$ cat src/rtl/arb_rr.sv
// N-requester round-robin arbiter with registered one-hot grant, owner ID and grant hold.
// Define ARB_TIMEOUT_EN to preempt an owner after MAX_HOLD cycles when others are waiting.
module arb_rr #(
    parameter int N        = 4,
    parameter int MAX_HOLD = 16,
    localparam int ID_W    = $clog2(N)
) (
    input  logic            clk,
    input  logic            rst,
    input  logic [N-1:0]    request,
    output logic [N-1:0]    grant,
    output logic [ID_W-1:0] grant_id,
    output logic            busy
);

    typedef enum logic {IDLE, OWNED} state_t;

    state_t          state;
    logic [ID_W-1:0] ptr;
    logic [N-1:0]    cand;
    logic [N-1:0]    win_oh;
    logic [ID_W-1:0] win;
    logic [ID_W-1:0] nxt_ptr;
    logic            found;
    logic            owner_req;
    logic            preempt;
    logic            keep;
    int              idx;

`ifdef ARB_TIMEOUT_EN
    localparam int CNT_W = $clog2(MAX_HOLD + 1);
    logic [CNT_W-1:0] hold_cnt;

    // The current cycle counts toward the hold, so preemption lands exactly MAX_HOLD cycles after the grant.
    assign preempt = (state == OWNED) && ((int'(hold_cnt) + 1) >= MAX_HOLD)
                     && (|(request & ~grant));
`else
    assign preempt = 1'b0;
`endif

    assign owner_req = |(request & grant);
    assign keep      = (state == OWNED) && owner_req && !preempt;
    assign cand      = preempt ? (request & ~grant) : request;

    // Rotating scan starting at ptr; index wraps modulo N so non-power-of-2 N is handled.
    always_comb begin
        found  = 1'b0;
        win    = '0;
        win_oh = '0;
        idx    = 0;
        for (int k = 0; k < N; k++) begin
            idx = int'(ptr) + k;
            if (idx >= N) idx = idx - N;
            if (!found && cand[idx]) begin
                found       = 1'b1;
                win         = ID_W'(idx);
                win_oh[idx] = 1'b1;
            end
        end
        nxt_ptr = (int'(win) == N - 1) ? '0 : win + ID_W'(1);
    end

    always_ff @(posedge clk or posedge rst) begin
        if (rst) begin
            state    <= IDLE;
            grant    <= '0;
            grant_id <= '0;
            busy     <= 1'b0;
            ptr      <= '0;
`ifdef ARB_TIMEOUT_EN
            hold_cnt <= '0;
`endif
        end else if (keep) begin
`ifdef ARB_TIMEOUT_EN
            if (hold_cnt != CNT_W'(MAX_HOLD)) hold_cnt <= hold_cnt + CNT_W'(1);
`endif
        end else if (found) begin
            state    <= OWNED;
            grant    <= win_oh;
            grant_id <= win;
            busy     <= 1'b1;
            ptr      <= nxt_ptr;
`ifdef ARB_TIMEOUT_EN
            hold_cnt <= '0;
`endif
        end else begin
            state    <= IDLE;
            grant    <= '0;
            grant_id <= '0;
            busy     <= 1'b0;
`ifdef ARB_TIMEOUT_EN
            hold_cnt <= '0;
`endif
        end
    end

endmodule
$ cat config.mk
export PLATFORM = sky130hd
export DESIGN_NAME = arb_rr
export DESIGN_NICKNAME = d
export VERILOG_FILES = /design/src/rtl/arb_rr.sv
export SDC_FILE = /design/constraint.sdc
export NUM_CORES = 1
export LEC_CHECK = 0
export BUFFER_PORTS_ARGS = -buffer_cell sky130_fd_sc_hd__buf_2
export CAP_MARGIN = 20
export CORE_MARGIN = 3
export CORE_UTILIZATION = 35
export CTS_CLUSTER_SIZE = 20
export DETAILED_ROUTE_END_ITERATION = 6
export SYNTH_ARGS = -nofsm -noshare
export SYNTH_HDL_FRONTEND = slang
export SYNTH_SLANG_ARGS = --single-unit
export TNS_END_PERCENT = 100
$ cat constraint.sdc
create_clock -name clk -period 2.6 [get_ports clk]
set_input_delay 0.52 -clock clk [delete_from_list [all_inputs] [get_ports clk]]
set_output_delay 0.52 -clock clk [all_outputs]
set_load 0.005 [all_outputs]
==> impl_metrics.ini, run 1 <==
[clock_network]
cts_setup_buffers = 0
clock_latency_ns = 0.26
clk_pin_slew_ns = 0.06
ctsHoldBuffers = 0
cts.htree.levels = 1
clock_sinks = 9
cts_buffer_depth = 2
ctsResizeCount = 0
cts_buffers = 3
cts_tree = built
cts-root-buf = clkbuf_4

[drt]
drtIter0Drc = 41
finalWirelength_um = 2513
drtAntennaViolNets = 0
drt_first_pass_iters = 4
viasPerCell = 6.318
drc = 0
avgRoutedWirePerCell_um = 16.32
via_count = 973

[pwr]
swShare_pct = 49.24
ir_drop_uv = 540.4
p_sw_mw = 0.6226
combinationalPowerShare_pct = 73.4
seqPwrFrac_pct = 18.0
internal_power_mw = 0.6419
power_mw = 1.265
power_leakage_nw = 0.4542
p_clk_share_pct = 8.6
power_density_nw_per_um2 = 1174

[layout]
antenna_cells = 0
fin_nets = 135
area_growth_pct = 8.712
design_area_um2 = 1077
drive_gt1_share_pct = 26.61
stdcell_count = 154

[sta]
max_freq_mhz = 459.4
timing.final.crit_share_pct = 83.72
setup_violations = 0
slew_headroom_pct = 73.46
fin_skew_ns = 0.0002255
totalNegativeSetupSlack_ns = 0
hold_violations = 0
tightest_slew_ns = 0.3955
slew_violations = 0
fin_crit_ns = 2.177
rsz0062_at_grt = false

[die]
io_pins = 13
fp.dieW_um = 59.21
die_area_um2 = 3506
rows = 18
die_h_um = 59.21
start_util_pct = 38.26
core_area_um2 = 2590

[critical_path]
crit_arrival_ns = 2.31
path_class = reg -> reg
worstPathRequired_ns = 2.73
end_kind = flip-flop
crit_chain = inv_2 > ha_1 > mux4_2 > nand3b_1 > o311ai_1 > a221oi_1 > o21ai_1
startpoint_type = flip-flop
max_stage_delay_ns = 0.61
cp_slowest_cell = mux4_2
path_max_fanout = 9

[placed_design]
io_buffers = 12
place_area_um2 = 1051
gp_congestion = 0.7880
dp_hpwl_um = 1862
dpl.cell_count = 150

[yosys]
postSynthAreaPerCell_um2 = 8.848
ys_ff_latch = 9
syn_nets = 122
synthArstFlopShare_pct = 100.0
synthFlopType = dfrtp_1
netlist-cell-type-count = 41
synth-seq-area-share_pct = 22.73
synth_edf_count = 0
yosys_warnings = 0
postSynthCellCount = 112
netlist_area_um2 = 991.0

[run_status]
status = finished, final reports clean

[hold_path]
min-delay-path-class = in -> async

[grt]
antenna_found_initial = 0
grt_pass1_vias = 884
grtUsageTotal_pct = 14.98
grt_max_degree = 16
gr-total-overflow = 0
grt_pass1_wl_um = 4112

[run]
drv_cap = 0
[synth_stat cells, drive strengths merged (5+ instances only)]
| cell | count | area share [%] |
|---|---|---|
| buf | 9 | 7.6 |
| dfrtp | 9 | 23 |
| nand2 | 13 | 4.9 |
| nand3 | 8 | 4.0 |
| nor2 | 5 | 1.9 |
| o211ai | 5 | 3.8 |
| o21ai | 7 | 3.5 |
[power by group through the flow]
stage | sequential [mW] | clock, mW | combinational, mW
2_1_floorplan | 0.244 | 0 | 0.693
6_report | 0.228 | 0.109 | 0.928
4_1_cts | 0.228 | 0.113 | 0.915
3_5_place_dp | 0.230 | 0 | 0.915
3_3_place_gp | 0.228 | 0 | 0.892
5_1_grt | 0.236 | 0.118 | 1.01
[path summary, 6_finish.rpt]
check	cells past startpoint	startpoint	slack, ns	endpoint
max in group asynchronous	2	rst	2.12	grant[1]$_DFFE_PP0N_
setup reg to reg	7	ptr[1]$_DFFE_PP0P_	0.42	grant[3]$_DFFE_PP0N_
hold reg to reg	2	grant_id[1]$_DFFE_PP0N_	0.48	grant_id[1]$_DFFE_PP0N_
hold / removal	2	rst	0.22	grant_id[0]$_DFFE_PP0N_
setup / recovery	7	ptr[1]$_DFFE_PP0P_	0.42	grant[3]$_DFFE_PP0N_
min in group clk	2	grant_id[1]$_DFFE_PP0N_	0.48	grant_id[1]$_DFFE_PP0N_
[routing by layer]
layer	up-vias	global-route usage [%]	part of all wire [%]
li1	463	-	-
met4	0	3.883	1.8
met2	36	24.34	50
met5	-	0	0
met1	468	19.97	44
met3	6	3.268	3.5
[layout make-up]
| class | instances | area [um^2] |
|---|---|---|
| fill | 276 | 1513 |
| multi-input combinational | 90 | 675.6 |
| sequential | 9 | 225.2 |
| timing repair buffer | 17 | 97.59 |
| tap | 30 | 37.54 |
| clock buffer | 4 | 26.28 |
| inverter | 4 | 15.01 |
[cell usage in the layout, fill, tap and decap left out, types with 2 or more instances in the layout]
master,instances
nand2_1,13
buf_2,12
dfrtp_1,9
nand3_1,8
o21ai_1,6
nor2_1,5
o211ai_1,5
buf_4,5
nand4_1,4
nand3b_1,4
o311ai_1,4
a221oi_1,4
ha_1,4
mux2_2,3
clkbuf_4,3
a22oi_1,2
and3b_1,2
a21oi_1,2
inv_2,2
nor4b_2,2
mux4_2,2
mux2i_1,2
inv_1,2
[cells by family (layout without fill, tap and decap cells)]
| logic type | Yosys count | count (layout) | share of synthesized area [%] |
|---|---|---|---|
| buffers and inverters | 13 | 25 | 9.090 |
| adders and majority gates | 4 | 4 | 5.051 |
| and+or+nand+nor | 47 | 47 | 28.41 |
| muxes | 8 | 8 | 11.49 |
| DFF | 9 | 9 | 22.73 |
| AOI/OAI and AO/OA | 31 | 31 | 23.23 |
[state kept, by name, summed over array words and instances (netlist names)]
signal	flops
ptr	2
state	1
grant	4
grant_id	2
[per-stage QoR]
step           hold WS, ns  setup WS, ns  util (%)
5_1_grt             0.2321        0.2969     41.59
6_report            0.2186        0.4234     41.59
2_1_floorplan       0.3479        0.2800         -
3_3_place_gp        0.4547        0.5406     40.58
4_1_cts             0.2199        0.4592     41.59
3_5_place_dp        0.4678        0.4756     40.58
[worst max-delay path, delay by kind of cell, from the launching register on]
kind                       cells  cell delay, ns
AOI/OAI and AO/OA              3            0.52
and+or+nand+nor                1            0.13
adders and majority gates      1            0.33
muxes                          1            0.61
DFF                            1            0.36
buffers and inverters          1            0.09
Note: power is estimated with default switching activity, not from simulation.
==> run 2, diff against run 1 <==
==> constraint.sdc (replaced) <==
create_clock -name clk -period 1.77 [get_ports clk]
set_input_delay 0.354 -clock clk [delete_from_list [all_inputs] [get_ports clk]]
set_output_delay 0.354 -clock clk [all_outputs]
set_load 0.005 [all_outputs]
==> run 2 against run 1 <==
Net effect: sequential cell count unchanged; the run now ends with setup timing left; largest cell class unchanged; worst setup slack got worse by 0.69 ns; wire length increased by 15%; clock skew is 0.0018 ns higher; critical path type unchanged.
==> impl_metrics.ini, run 2 (synthesized netlist as in run 1, its figures left out) <==
[run_status]
status = finished with violations
violations = setup timing

[grt]
grt_pass1_wl_um = 4678
grtUsageTotal_pct = 17.34
grt_max_degree = 17
antenna_found_initial = 0
grt_pass1_vias = 995
gr-total-overflow = 0

[clock_network]
clock_latency_ns = 0.26
cts-root-buf = clkbuf_4
clk_pin_slew_ns = 0.06
cts.htree.levels = 1
cts_buffer_depth = 2
cts_tree = built
clock_sinks = 9
ctsHoldBuffers = 0
cts_buffers = 3

[layout]
reg.largest.list = grant (4), grant_id (2), ptr (2)
stdcell_count = 179
design_area_um2 = 1370
drive_gt1_share_pct = 44.30
fin_nets = 160
layout_common_cells = buf_4, nand2_1, buf_2, nand3_1, dfrtp_1
largest_register_ffs = 4
area_growth_pct = 38.26
mostFrequentLayoutCell = buf_4
antenna_cells = 0
largest_register = grant

[drt]
drt_first_pass_iters = 4
drtIter0Drc = 41
via_count = 1068
drtAntennaViolNets = 0
drc = 0
avgRoutedWirePerCell_um = 16.16
viasPerCell = 5.966
finalWirelength_um = 2893

[run]
drv_cap = 0

[die]
rows = 18
io_pins = 13
start_util_pct = 38.26
die_h_um = 59.21
die_area_um2 = 3506
core_area_um2 = 2590
fp.dieW_um = 59.21

[sta]
max_freq_mhz = 490.3
slew_headroom_pct = 73.93
hold_violations = 0
tightest_slew_ns = 0.3896
fin_skew_ns = 0.002057
fin_ws_ns = -0.2694
rsz0062_at_grt = true
fin_crit_ns = 2.039
slew_violations = 0
timing.final.crit_share_pct = 115.2
setup_violations = 7

[placed_design]
dpl.cell_count = 169
io_buffers = 12
gp_congestion = 0.8484
preCtsSetupSlack_ns = -0.2484
place_area_um2 = 1225
dp_hpwl_um = 2128

[critical_path]
startpoint_type = flip-flop
crit_arrival_ns = 2.17
path_max_fanout = 5
end_kind = flip-flop
path_class = reg -> reg
reg2reg_depth = 7
worstPathRequired_ns = 1.91

[pwr]
seqPwrFrac_pct = 14.0
p_sw_mw = 1.110
swShare_pct = 44.64
combinationalPowerShare_pct = 79.5
power_density_nw_per_um2 = 1815
internal_power_mw = 1.377
power_mw = 2.487
power_leakage_nw = 0.6161
p_clk_share_pct = 6.5
ir_drop_uv = 1191

[hold_path]
min-delay-path-class = in -> async
[run 2: cell count changes in the layout (fill, tap and decap cells not counted), moves of 2 or more]
cell	before	now
buf_6	0	3
o311ai_1	4	2
inv_4	0	2
buf_4	5	25
a221oi_2	0	2
a221oi_1	4	2
[run 2: repair_timing]
item                       4_1_cts  5_1_grt
resized for setup                5        5
setup buffers                    2        3
cloned                           1        0
pin swaps                        3        4
setup endpoints to repair        8        8
[run 2: power groups by stage]
stage	Combinational, mW	Sequential [mW]	Clock (mW)
detailed placement	1.62	0.350	0
global placement	1.57	0.348	0
floorplan	1.10	0.363	0
finish	1.98	0.349	0.162
CTS	1.80	0.348	0.167
global route	2.12	0.358	0.173
[run 2: final cells by class]
type                       instances  area [um^2]
fill                             230         1220
sequential                         9        226.5
multi-input combinational         91        758.2
tap                               30        37.54
inverter                           4        20.02
clock buffer                       4        26.28
timing repair buffer              41        301.5
[run 2: metrics by stage]
step / utilization, % / setup TNS (ns) / hold WS (ns)
2_1_floorplan: - / -2.589 / 0.1819
3_3_place_gp: 47.29 / -0.9976 / 0.3230
3_5_place_dp: 47.29 / -1.270 / 0.3338
4_1_cts: 51.11 / -1.352 / 0.05113
5_1_grt: 52.90 / -1.923 / 0.06918
6_report: 52.90 / -1.443 / 0.04785
[run 2: metal layers]
metal | wire length, um | vias to the layer above | share of wire [%] | GRT usage, %
li1 | - | 520 | - | -
met1 | 1373 | 508 | 47 | 24.14
met2 | 1361 | 34 | 47 | 26.37
met3 | 103 | 6 | 3.6 | 3.704
met4 | 54 | 0 | 1.9 | 5.825
met5 | 0 | - | 0 | 0
[run 2: final timing paths]
| path | start | to | slack (ns) |
|---|---|---|---|
| max | ptr[1]$_DFFE_PP0P_ | grant[0]$_DFFE_PP0N_ | -0.27 |
| min | rst | state$_DFFE_PP0N_ | 0.05 |
| max reg2reg | ptr[1]$_DFFE_PP0P_ | grant[0]$_DFFE_PP0N_ | -0.27 |
| min reg2reg | grant_id[1]$_DFFE_PP0N_ | grant_id[1]$_DFFE_PP0N_ | 0.47 |
| max in group asynchronous | rst | ptr[0]$_DFFE_PP0P_ | 1.44 |
| min in group clk | grant_id[1]$_DFFE_PP0N_ | grant_id[1]$_DFFE_PP0N_ | 0.47 |
[run 2: critical path: stages (launching register included)]
cell      delay (ns)
dfrtp_1         0.39
inv_4           0.05
ha_4            0.29
mux4_2          0.58
nand3b_1        0.14
o311ai_2        0.11
a221oi_2        0.23
o21ai_1         0.13
==> run 3, diff against run 2 <==
--- a/config.mk
+++ b/config.mk
@@ -8,9 +8,9 @@
 export BUFFER_PORTS_ARGS = -buffer_cell sky130_fd_sc_hd__buf_2
 export CAP_MARGIN = 20
 export CORE_MARGIN = 3
-export CORE_UTILIZATION = 35
-export CTS_CLUSTER_SIZE = 20
+export CORE_UTILIZATION = 51
 export DETAILED_ROUTE_END_ITERATION = 6
+export PLACE_DENSITY = 0.75
 export SYNTH_ARGS = -nofsm -noshare
 export SYNTH_HDL_FRONTEND = slang
 export SYNTH_SLANG_ARGS = --single-unit
==> run 3 against run 2 <==
Net effect: the run still ends with setup timing left; wire length is 9.3% higher; sequential cell count stayed put; sequential share of layout area is 0.31 points higher; maximum frequency is 0.20% higher; worst setup slack better by 0.0040 ns; critical path depth stayed put; register-to-register slack hardly changed; core utilization is 23 points higher; critical path type unchanged; cell count is 2.2% lower; global-route usage is 9.0 points higher; via count is 11% higher.
==> impl_metrics.ini, run 3 (synthesized netlist as in run 1, its figures left out) <==
[critical_path]
r2r-end = grant[0]$_DFFE_PP0N_
reg2reg_from = ptr[1]$_DFFE_PP0P_
critical_path.top_delay_family = multiplexers
path_buf_inv = 1
path_max_fanout = 5
crit_chain = inv_4 > ha_4 > mux4_2 > nand3b_1 > o311ai_1 > a221oi_1 > o21ai_1
crit_arrival_ns = 2.18
startpoint_type = flip-flop
max_stage_delay_ns = 0.57
worstPathRequired_ns = 1.91
worstSetupStartpoint = ptr[1]$_DFFE_PP0P_
end_kind = flip-flop
r2r_setup_slack_ns = -0.27
cp_slowest_cell = mux4_2
path_class = reg -> reg
reg2reg_depth = 7

[sta]
fin_crit_ns = 2.035
hold_slack_ns = 0.04896
max_freq_mhz = 491.3
tightest_slew_ns = 0.4101
hold_violations = 0
totalNegativeSetupSlack_ns = -1.467
rsz0062_at_grt = true
slew_headroom_pct = 72.59
fin_skew_ns = 0.004627
timing.final.crit_share_pct = 115.0
setup_violations = 7
fin_ws_ns = -0.2654
slew_violations = 0

[layout]
largest_register_ffs = 4
area_growth_pct = 35.73
antenna_cells = 0
post-route-util_pct = 75.44
fin_nets = 161
fill_cells = 130
stdcell_count = 175
layout_common_cells = buf_4, nand2_1, buf_2, nand3_1, dfrtp_1
largest_register = grant
design_area_um2 = 1345
multi_input_area_um2 = 752.0
drive_gt1_share_pct = 46.00
mostFrequentLayoutCell = buf_4
reg.largest.list = grant (4), grant_id (2), ptr (2)
seqCellArea_um2 = 226.5

[placed_design]
preCtsSetupSlack_ns = -0.2925
dp_hpwl_um = 2109
io_buffers = 12
place_area_um2 = 1229
dpl.cell_count = 167
gp_congestion = 0.8751

[clock_network]
cts-root-buf = clkbuf_4
clk_pin_slew_ns = 0.06
cts_buffer_depth = 2
cts.htree.levels = 1
cts_tree = built
clock_sinks = 9
cts_buffers = 3
clock_latency_ns = 0.26

[hold_path]
min-delay-path-class = in -> async

[die]
core_area_um2 = 1783
start_util_pct = 55.58
rows = 15
die_area_um2 = 2508
fp.dieW_um = 50.08
die_h_um = 50.08
io_pins = 13

[drt]
drt_first_pass_iters = 5
avgRoutedWirePerCell_um = 18.06
drtIter0Drc = 104
via_count = 1183
drc = 0
viasPerCell = 6.760
drtAntennaViolNets = 0
finalWirelength_um = 3161

[grt]
gr-usage-met3_pct = 6.042
grt-busiest-layer = met2
grt_pass1_wl_um = 5106
grt_use_met2_pct = 42.17
grtUsageTotal_pct = 26.31
gr-total-overflow = 0
antenna_found_initial = 0
grtUsageMet1_pct = 35.33
grt_max_degree = 13
grt_pass1_vias = 1057

[run_status]
violations = setup timing
status = finished with violations

[pwr]
power_leakage_nw = 0.5969
power_mw = 2.496
ir_drop_uv = 1664
power_density_nw_per_um2 = 1856

[run]
drv_cap = 0
-- run 3: worst reg2reg max path, delay by kind of cell, from the launching register on --
kind	cells	cell delay [ns]
AOI/OAI and AO/OA	3	0.49
adders and majority gates	1	0.29
buffers and inverters	1	0.05
DFF	1	0.39
muxes	1	0.57
and+or+nand+nor	1	0.14
-- run 3: power breakdown --
group          switching, mW  internal (mW)
logic                   1.02          0.968
clock network         0.0735         0.0870
registers             0.0576          0.291
total                   1.15           1.35
-- run 3: worst max-delay path by stage --
stage / slack (ns) / depth (start not counted) / endpoint
after floorplan: -0.40 / 8 / ptr[1]$_DFFE_PP0P_
after global placement: -0.22 / 7 / grant[1]$_DFFE_PP0N_
after detailed placement: -0.29 / 7 / grant[3]$_DFFE_PP0N_
after CTS: -0.23 / 7 / grant[1]$_DFFE_PP0N_
after global routing: -0.34 / 7 / grant[0]$_DFFE_PP0N_
final: -0.27 / 7 / grant[0]$_DFFE_PP0N_
-- run 3: area by class of cell --
cell class	instances	area share, %
Clock buffer	4	1.953
Inverter	4	1.488
Tap cell	25	2.326
Multi-Input combinational cell	91	55.91
Sequential cell	9	16.84
Timing Repair Buffer	42	21.49
-- run 3: layer usage --
layer	vias to the layer above	wire length, um
met5	-	0
met4	0	136
met3	29	325
met2	92	1475
met1	540	1223
li1	522	-
-- run 3: timing repair --
item | 4_1_cts | 5_1_grt
gates cloned | 1 | 0
pin swaps | 4 | 3
gates resized for setup | 2 | 7
buffers inserted | 2 | 1
hold buffers | 0 | 0
endpoints found under the setup margin | 8 | 8
